$ cat src/rtl/controle_es.sv
// controle_es: I/O sequencer requesting a freeze for IN/OUT and completing on Enter.
// Ports:
//   clk, reset_n              clock, asynchronous active-low reset
//   exec_in, exec_out         IN/OUT instruction decoded (levels, held while current)
//   dado_reg                  register value shown by OUT
//   chaves                    raw board switches (asynchronous)
//   congela                   freeze state from the freeze controller
//   req_congela_in/out        freeze requests (never both high)
//   dado_in, escreve_in       extended switch value and its one-cycle write pulse
//   display                   value latched by the last accepted OUT
//   concluido                 one-cycle pulse when an I/O instruction completes
//   erro                      sticky: a request timed out waiting for congela
//   ocupado                   sequencer not idle
module controle_es #(
    parameter int DATA_W    = 32,
    parameter int SW_W      = 10,
    parameter int EXT_SINAL = 0,
    parameter int TIMEOUT   = 16
) (
    input  logic              clk,
    input  logic              reset_n,
    input  logic              exec_in,
    input  logic              exec_out,
    input  logic [DATA_W-1:0] dado_reg,
    input  logic [SW_W-1:0]   chaves,
    input  logic              congela,
    output logic              req_congela_in,
    output logic              req_congela_out,
    output logic [DATA_W-1:0] dado_in,
    output logic              escreve_in,
    output logic [DATA_W-1:0] display,
    output logic              concluido,
    output logic              erro,
    output logic              ocupado
);
    localparam int CW = $clog2(TIMEOUT + 1);

    typedef enum logic [2:0] {OCIOSO, REQ_IN, REQ_OUT, ESPERA_IN, ESPERA_OUT, FIM} estado_t;

    estado_t           estado, estado_n;
    logic [SW_W-1:0]   chaves_m, chaves_s;
    logic [CW-1:0]     cnt, cnt_n;
    logic [DATA_W-1:0] ext, display_n, dado_in_n;
    logic              escreve_n, concluido_n, erro_n;

    assign ocupado = estado != OCIOSO;

    always_comb begin
        ext         = EXT_SINAL != 0 ? DATA_W'($signed(chaves_s)) : DATA_W'(chaves_s);
        estado_n    = estado;
        cnt_n       = cnt;
        display_n   = display;
        dado_in_n   = dado_in;
        escreve_n   = 1'b0;
        concluido_n = 1'b0;
        erro_n      = erro;
        case (estado)
            OCIOSO: begin
                cnt_n = '0;
                if (exec_in) estado_n = REQ_IN;
                else if (exec_out) begin
                    display_n = dado_reg;
                    estado_n  = REQ_OUT;
                end
            end
            REQ_IN, REQ_OUT: begin
                if (congela) estado_n = (estado == REQ_IN) ? ESPERA_IN : ESPERA_OUT;
                else if (cnt == CW'(TIMEOUT - 1)) begin
                    // the request has been visible for TIMEOUT cycles without a freeze
                    erro_n   = 1'b1;
                    estado_n = FIM;
                end else cnt_n = cnt + 1'b1;
            end
            ESPERA_IN, ESPERA_OUT: begin
                if (!congela) begin
                    concluido_n = 1'b1;
                    estado_n    = FIM;
                    if (estado == ESPERA_IN) begin
                        dado_in_n = ext;
                        escreve_n = 1'b1;
                    end
                end
            end
            FIM: if (!exec_in && !exec_out) estado_n = OCIOSO;
            default: estado_n = OCIOSO;
        endcase
    end

    always_ff @(posedge clk or negedge reset_n) begin
        if (!reset_n) begin
            estado          <= OCIOSO;
            chaves_m        <= '0;
            chaves_s        <= '0;
            cnt             <= '0;
            req_congela_in  <= 1'b0;
            req_congela_out <= 1'b0;
            dado_in         <= '0;
            escreve_in      <= 1'b0;
            display         <= '0;
            concluido       <= 1'b0;
            erro            <= 1'b0;
        end else begin
            estado          <= estado_n;
            chaves_m        <= chaves;
            chaves_s        <= chaves_m;
            cnt             <= cnt_n;
            // requests are high exactly while the sequencer sits in a REQ state
            req_congela_in  <= estado_n == REQ_IN;
            req_congela_out <= estado_n == REQ_OUT;
            dado_in         <= dado_in_n;
            escreve_in      <= escreve_n;
            display         <= display_n;
            concluido       <= concluido_n;
            erro            <= erro_n;
        end
    end
endmodule

$ cat config.mk
export PLATFORM = sky130hd
export DESIGN_NAME = controle_es
export DESIGN_NICKNAME = d
export VERILOG_FILES = /design/src/rtl/controle_es.sv
export SDC_FILE = /design/constraint.sdc
export NUM_CORES = 1
export LEC_CHECK = 0
export CORE_MARGIN = 4
export CORE_UTILIZATION = 50
export CTS_CLUSTER_DIAMETER = 100
export CTS_CLUSTER_SIZE = 28
export DETAILED_ROUTE_END_ITERATION = 8
export DONT_BUFFER_PORTS = 1
export MAX_ROUTING_LAYER = met4
export SYNTH_ARGS = -nofsm -noshare
export SYNTH_HDL_FRONTEND = slang
export SYNTH_SLANG_ARGS = --single-unit
$ cat constraint.sdc
create_clock -name clk -period 3.1 [get_ports clk]
set_input_delay 0.155 -clock clk [delete_from_list [all_inputs] [get_ports clk]]
set_output_delay 0.155 -clock clk [all_outputs]
set_load 0.05 [all_outputs]
==> results of run 1 <==
## final timing paths
path / end / slack [ns]
max: display[23] / 0.72
min: erro / 0.11
max reg2reg: display[23] / 0.72
min reg2reg: chaves_s[1] / 0.35
max in group asynchronous: display[11] / 2.42
min in group asynchronous: dado_in[6] / 0.40
## synth_stat cells (3+ instances only)
library cell | count | area share
nor2_1 | 4 | 0.0049
a21oi_1 | 8 | 0.013
and3_1 | 4 | 0.0082
o21ai_0 | 3 | 0.0049
maj3_1 | 3 | 0.0099
inv_1 | 4 | 0.0049
buf_4 | 22 | 0.054
a31oi_1 | 3 | 0.0062
buf_6 | 4 | 0.015
mux2_2 | 12 | 0.044
mux2_4 | 30 | 0.15
dfrtp_1 | 75 | 0.62
## cell families (layout without fill, tap and decap cells)
family	after synthesis	after routing	share of synthesized area
flops	75	75	0.616
mux	42	42	0.192
buf+inv	34	65	0.0792
simple gates	24	24	0.0468
compound gates	21	21	0.0439
fa+ha+maj	5	5	0.0181
other cells	1	22	0.00123
xor+xnor	1	1	0.00287
## layer usage
layer	track usage	share of wire	vias up
met3	0.0451	0.079	14
met2	0.258	0.52	73
li1	-	-	750
met4	0.0719	0.024	0
met5	-	0	-
met1	0.190	0.38	836
## power breakdown
| group | total [W] | switching, W | leakage, nW | internal [W] |
|---|---|---|---|---|
| Sequential | 0.00266 | 0.00135 | 0.907 | 0.00131 |
| Combinational | 0.000866 | 0.000345 | 0.751 | 0.000521 |
| Clock | 0.000691 | 0.000329 | 0.0946 | 0.000361 |
| Total | 0.00422 | 0.00202 | 1.75 | 0.00220 |
## layout make-up
type / instances / area, µm²
clock buffers: 9 / 124
clock inverters: 6 / 57.6
fillers: 439 / 2270
inverters: 4 / 15.0
multi-input cells: 115 / 1010
flip-flops and latches: 75 / 1880
well taps: 75 / 93.8
repair buffers: 46 / 475
## flip-flops by register name, indices dropped and copies added (netlist names)
register         cells
estado               3
dado_in             10
chaves_s            10
escreve_in           1
chaves_m            10
req_congela_in       1
cnt                  5
concluido            1
erro                 1
display             32
req_congela_out      1
## stage by stage
step	area [µm²]	instances	worst slack, ns	power, W	hold WS [ns]
floorplan	3130	224	1.10	0.00334	-0.141
global placement	3000	270	0.772	0.00344	-0.139
detailed placement	3000	270	0.716	0.00349	-0.139
CTS	3650	330	0.702	0.00426	0.0962
global route	3650	330	0.603	0.00442	0.104
finish	3650	330	0.722	0.00422	0.110
==> impl_results.md, run 1 <==
* P&R area growth vs syn at 19.8%
* Final core occ at 0.617
* Netlist cell types at 34
* Hold Crit Start: congela
* Warnings from Yosys at 0
* Slowest cell on crit path: or3_4
* Num ports at 117
* Peak supply drop at 0.604 mV
* Root Buffer: clkbuf_8
* Leading cell type in the layout, fill and taps excluded: dfrtp_1
* Hold Buf Count CTS at 45
* ANT nets after route at 0
* Clock transition at path regs at 0.07 ns
* Static leakage at 1.75 nW
* DR iter-0 viols at 48
* Worst-Skew Late Latency at 0.33 ns
* Asr flop ratio synth at 1.00
* WL/cell at 16.9 µm
* CP top delay family: simple AND/OR/NAND/NOR gates
* Hold Crit Depth at 2
* Unrepaired setup endpoints after global routing: false
* Period utilization at 0.767
* Critical path depth in cells at 4
* Pin count of the biggest net entering global routing at 76
* 1st-pass router iterations at 4
* Critical path type: reg -> reg
* CP startpoint kind: flip-flop
* NumNets Final at 300
* N_diodes at 0
* Die X at 86.1 µm
* Detailed Place HPWL at 3750 µm
* Sequential fraction of the synthesis area at 0.616
* Grt total ovfl at 0
* Clk_skew at 0.00616 ns
* Crit path cell chain: or3_4, or3b_2, buf_4, mux2_4
* CP bufs+invs at 1
* Global-route usage over all layers at 0.161
* EDFF count, synth at 0
* Slew Limit Headroom at 0.616
* Fin. Hold Viols at 0
* Critical R2R Launch: estado[1]
* Synth Instances at 203
* DIE AREA at 0.00741 mm²
* DRC violations left at 0
* Clk sinks at 75
* Initial antenna violation count at 0
* CP Data Required Time at 3.31 ns
* Postcts setup bufs at 0
* Min Tclk post-route at 2.38 ns
* FF+latch count, synth at 75
* Fmax at 0.421 GHz
* CTS tree: yes
* Core Area at 0.00592 mm²
* Htree depth at 3
* Setup TNS at 0 ns
* Vias in the first global route at 1,826
* Layout cells sized above 1 at 0.251
* Port Buffers at 0
* Most frequent cells in the layout: 75 x dfrtp_1, 44 x dlygate4sd3_1, 30 x mux2_4
* Synth Cell Area at 0.00305 mm²
* Status: finished, final reports clean
* R2R cell count at 4
* Total wire length at 5560 µm
* CP Capture Type: flip-flop
* Cell Rows at 28
* DR vias/cell at 5.07
* Power per cell area at 1160 mW/mm²
* Die Y at 86.1 µm
* Max-cap violations at 0
* Critical path launch point: estado[1]
* Worst Path Max Fanout at 33
* Ys flop type: dfrtp_1
* Vias at 1,673
* First-pass GRT wire length at 8990 µm
* Initial Util at 0.515
* Worst EP arrival at 2.59 ns
* Worst stage delay on the critical path at 0.55 ns
* Gates resized, CTS repair at 0
* Gpl congestion at 0.847
* Worst Hold Class: in -> reg
* Maximum buffer depth of the clock tree at 2
* Slew @ Worst Pin at 0.569 ns
* TritonCTS buffer count at 9
* Post-Syn Area per Cell at 15.0 µm²
* Setup Viol. Count Final at 0
* Slew Viols, Final at 0
Note: power is estimated with default switching activity, not from simulation.
==> inputs of run 2 (changes only) <==
Settings changed: PLACE_DENSITY set to 0.68.
Clock period 3.1 ns to 2.1 ns, I/O delays scaled along.
==> impl_results.md, run 2 (same netlist as run 1, synthesis figures left out) <==
* Clk_skew at 0.00839 ns
* Pin count of the biggest net entering global routing at 76
* DRC violations left at 0
* Min Tclk post-route at 1.99 ns
* First-pass GRT wire length at 8870 µm
* Max-cap violations at 0
* N_diodes at 0
* 1st-pass router iterations at 4
* Power per cell area at 1710 mW/mm²
* Slew @ Worst Pin at 0.585 ns
* Grt met1 use at 0.199
* Global-route usage over all layers at 0.161
* Static leakage at 1.79 nW
* Core Area at 0.00592 mm²
* Htree depth at 3
* Die Y at 86.1 µm
* Fmax at 0.504 GHz
* Most frequent cells in the layout: 75 x dfrtp_1, 44 x dlygate4sd3_1, 30 x mux2_4
* CP Capture Type: flip-flop
* Final core occ at 0.632
* Max reg flops at 32
* Vias in the first global route at 1,714
* Critical path type: reg -> reg
* Most used routing layer: met2
* Initial Util at 0.515
* Slew Viols, Final at 0
* Fin. Hold Viols at 0
* Worst-Skew Late Latency at 0.34 ns
* Worst Path Max Fanout at 6
* NumNets Final at 307
* Peak supply drop at 0.957 mV
* Cell Rows at 28
* Pre-CTS WS at 0.0937 ns
* Leading cell type in the layout, fill and taps excluded: dfrtp_1
* Slew Limit Headroom at 0.605
* Status: finished, final reports clean
* ANT nets after route at 0
* Maximum buffer depth of the clock tree at 2
* Vias at 1,673
* Layout cells sized above 1 at 0.278
* Setup Viol. Count Final at 0
* Setup TNS at 0 ns
* CTS tree: yes
* FILL cells at 451
* Initial antenna violation count at 0
* DR vias/cell at 4.95
* Worst Hold Class: in -> reg
* P&R area growth vs syn at 22.8%
* CP startpoint kind: flip-flop
* CP Data Required Time at 2.37 ns
* Period utilization at 0.945
* Grt total ovfl at 0
* Clock transition at path regs at 0.08 ns
* Unrepaired setup endpoints after global routing: false
* Num ports at 117
* DR iter-0 viols at 51
* TritonCTS buffer count at 9
* Grt met3 use at 0.0490
* Final Worst Setup Slack at 0.114 ns
* Detailed Place HPWL at 3520 µm
* Port Buffers at 0
* Root Buffer: clkbuf_8
* Total wire length at 5670 µm
* DIE AREA at 0.00741 mm²
* Clk sinks at 75
* Top reg by flops: display
* WL/cell at 16.8 µm
* Gpl congestion at 0.843
* Die X at 86.1 µm
* Worst EP arrival at 2.25 ns
* Grt met2 use at 0.247
[run 2: report_power, final]
part | switching, W | internal [W] | total (W)
clock network | 0.000524 | 0.000586 | 0.00111
registers | 0.00193 | 0.00194 | 0.00387
logic | 0.000594 | 0.000830 | 0.00142
[run 2: worst max-delay path: stages (launching register included)]
cell and delay [ns]:
dfrtp_1 0.41, ha_2 0.22, and3_1 0.17, ha_2 0.24, nor2_1 0.08, buf_4 0.15, and3_1 0.16, maj3_1 0.35
a21oi_1 0.14
[run 2: layer usage]
layer | up-vias | part of all wire
met5 | - | 0
met3 | 9 | 0.094
li1 | 767 | -
met2 | 74 | 0.49
met4 | 0 | 0.014
met1 | 823 | 0.40
[run 2: final timing paths]
check	slack (ns)	cells after the start	startpoint	end
max reg2reg	0.11	8	cnt[0]	cnt[3]
max in group asynchronous	1.49	2	reset_n	display[9]
min	0.05	2	congela	erro
min reg2reg	0.35	0	chaves_m[3]	chaves_s[3]
min in group asynchronous	0.31	2	reset_n	chaves_s[9]
max	0.11	8	cnt[0]	cnt[3]
[run 2: layout make-up]
type | instances | area [µm²] | area share
flip-flops and latches | 75 | 1880 | 0.502
multi-input cells | 115 | 1010 | 0.271
repair buffers | 53 | 541 | 0.144
clock buffers | 11 | 141 | 0.0378
well taps | 75 | 93.8 | 0.0251
clock inverters | 5 | 61.3 | 0.0164
inverters | 4 | 15.0 | 0.00401
[run 2: repair_timing]
action / in CTS / in global routing
buffers inserted: 0 / 0
setup endpoints to repair: 0 / 4
hold buffers: 45 / 0
gates resized for setup: 0 / 3
hold endpoints to repair: 118 / 0
[run 2: metrics by stage]
step           area (µm²)  power [W]  std cells  hold WS [ns]
2_1_floorplan        3130    0.00493        224        -0.191
3_3_place_gp         3070    0.00517        277        -0.189
3_5_place_dp         3070    0.00521        277        -0.188
4_1_cts              3740    0.00644        338        0.0237
5_1_grt              3740    0.00671        338        0.0414
6_report             3740    0.00640        338        0.0464
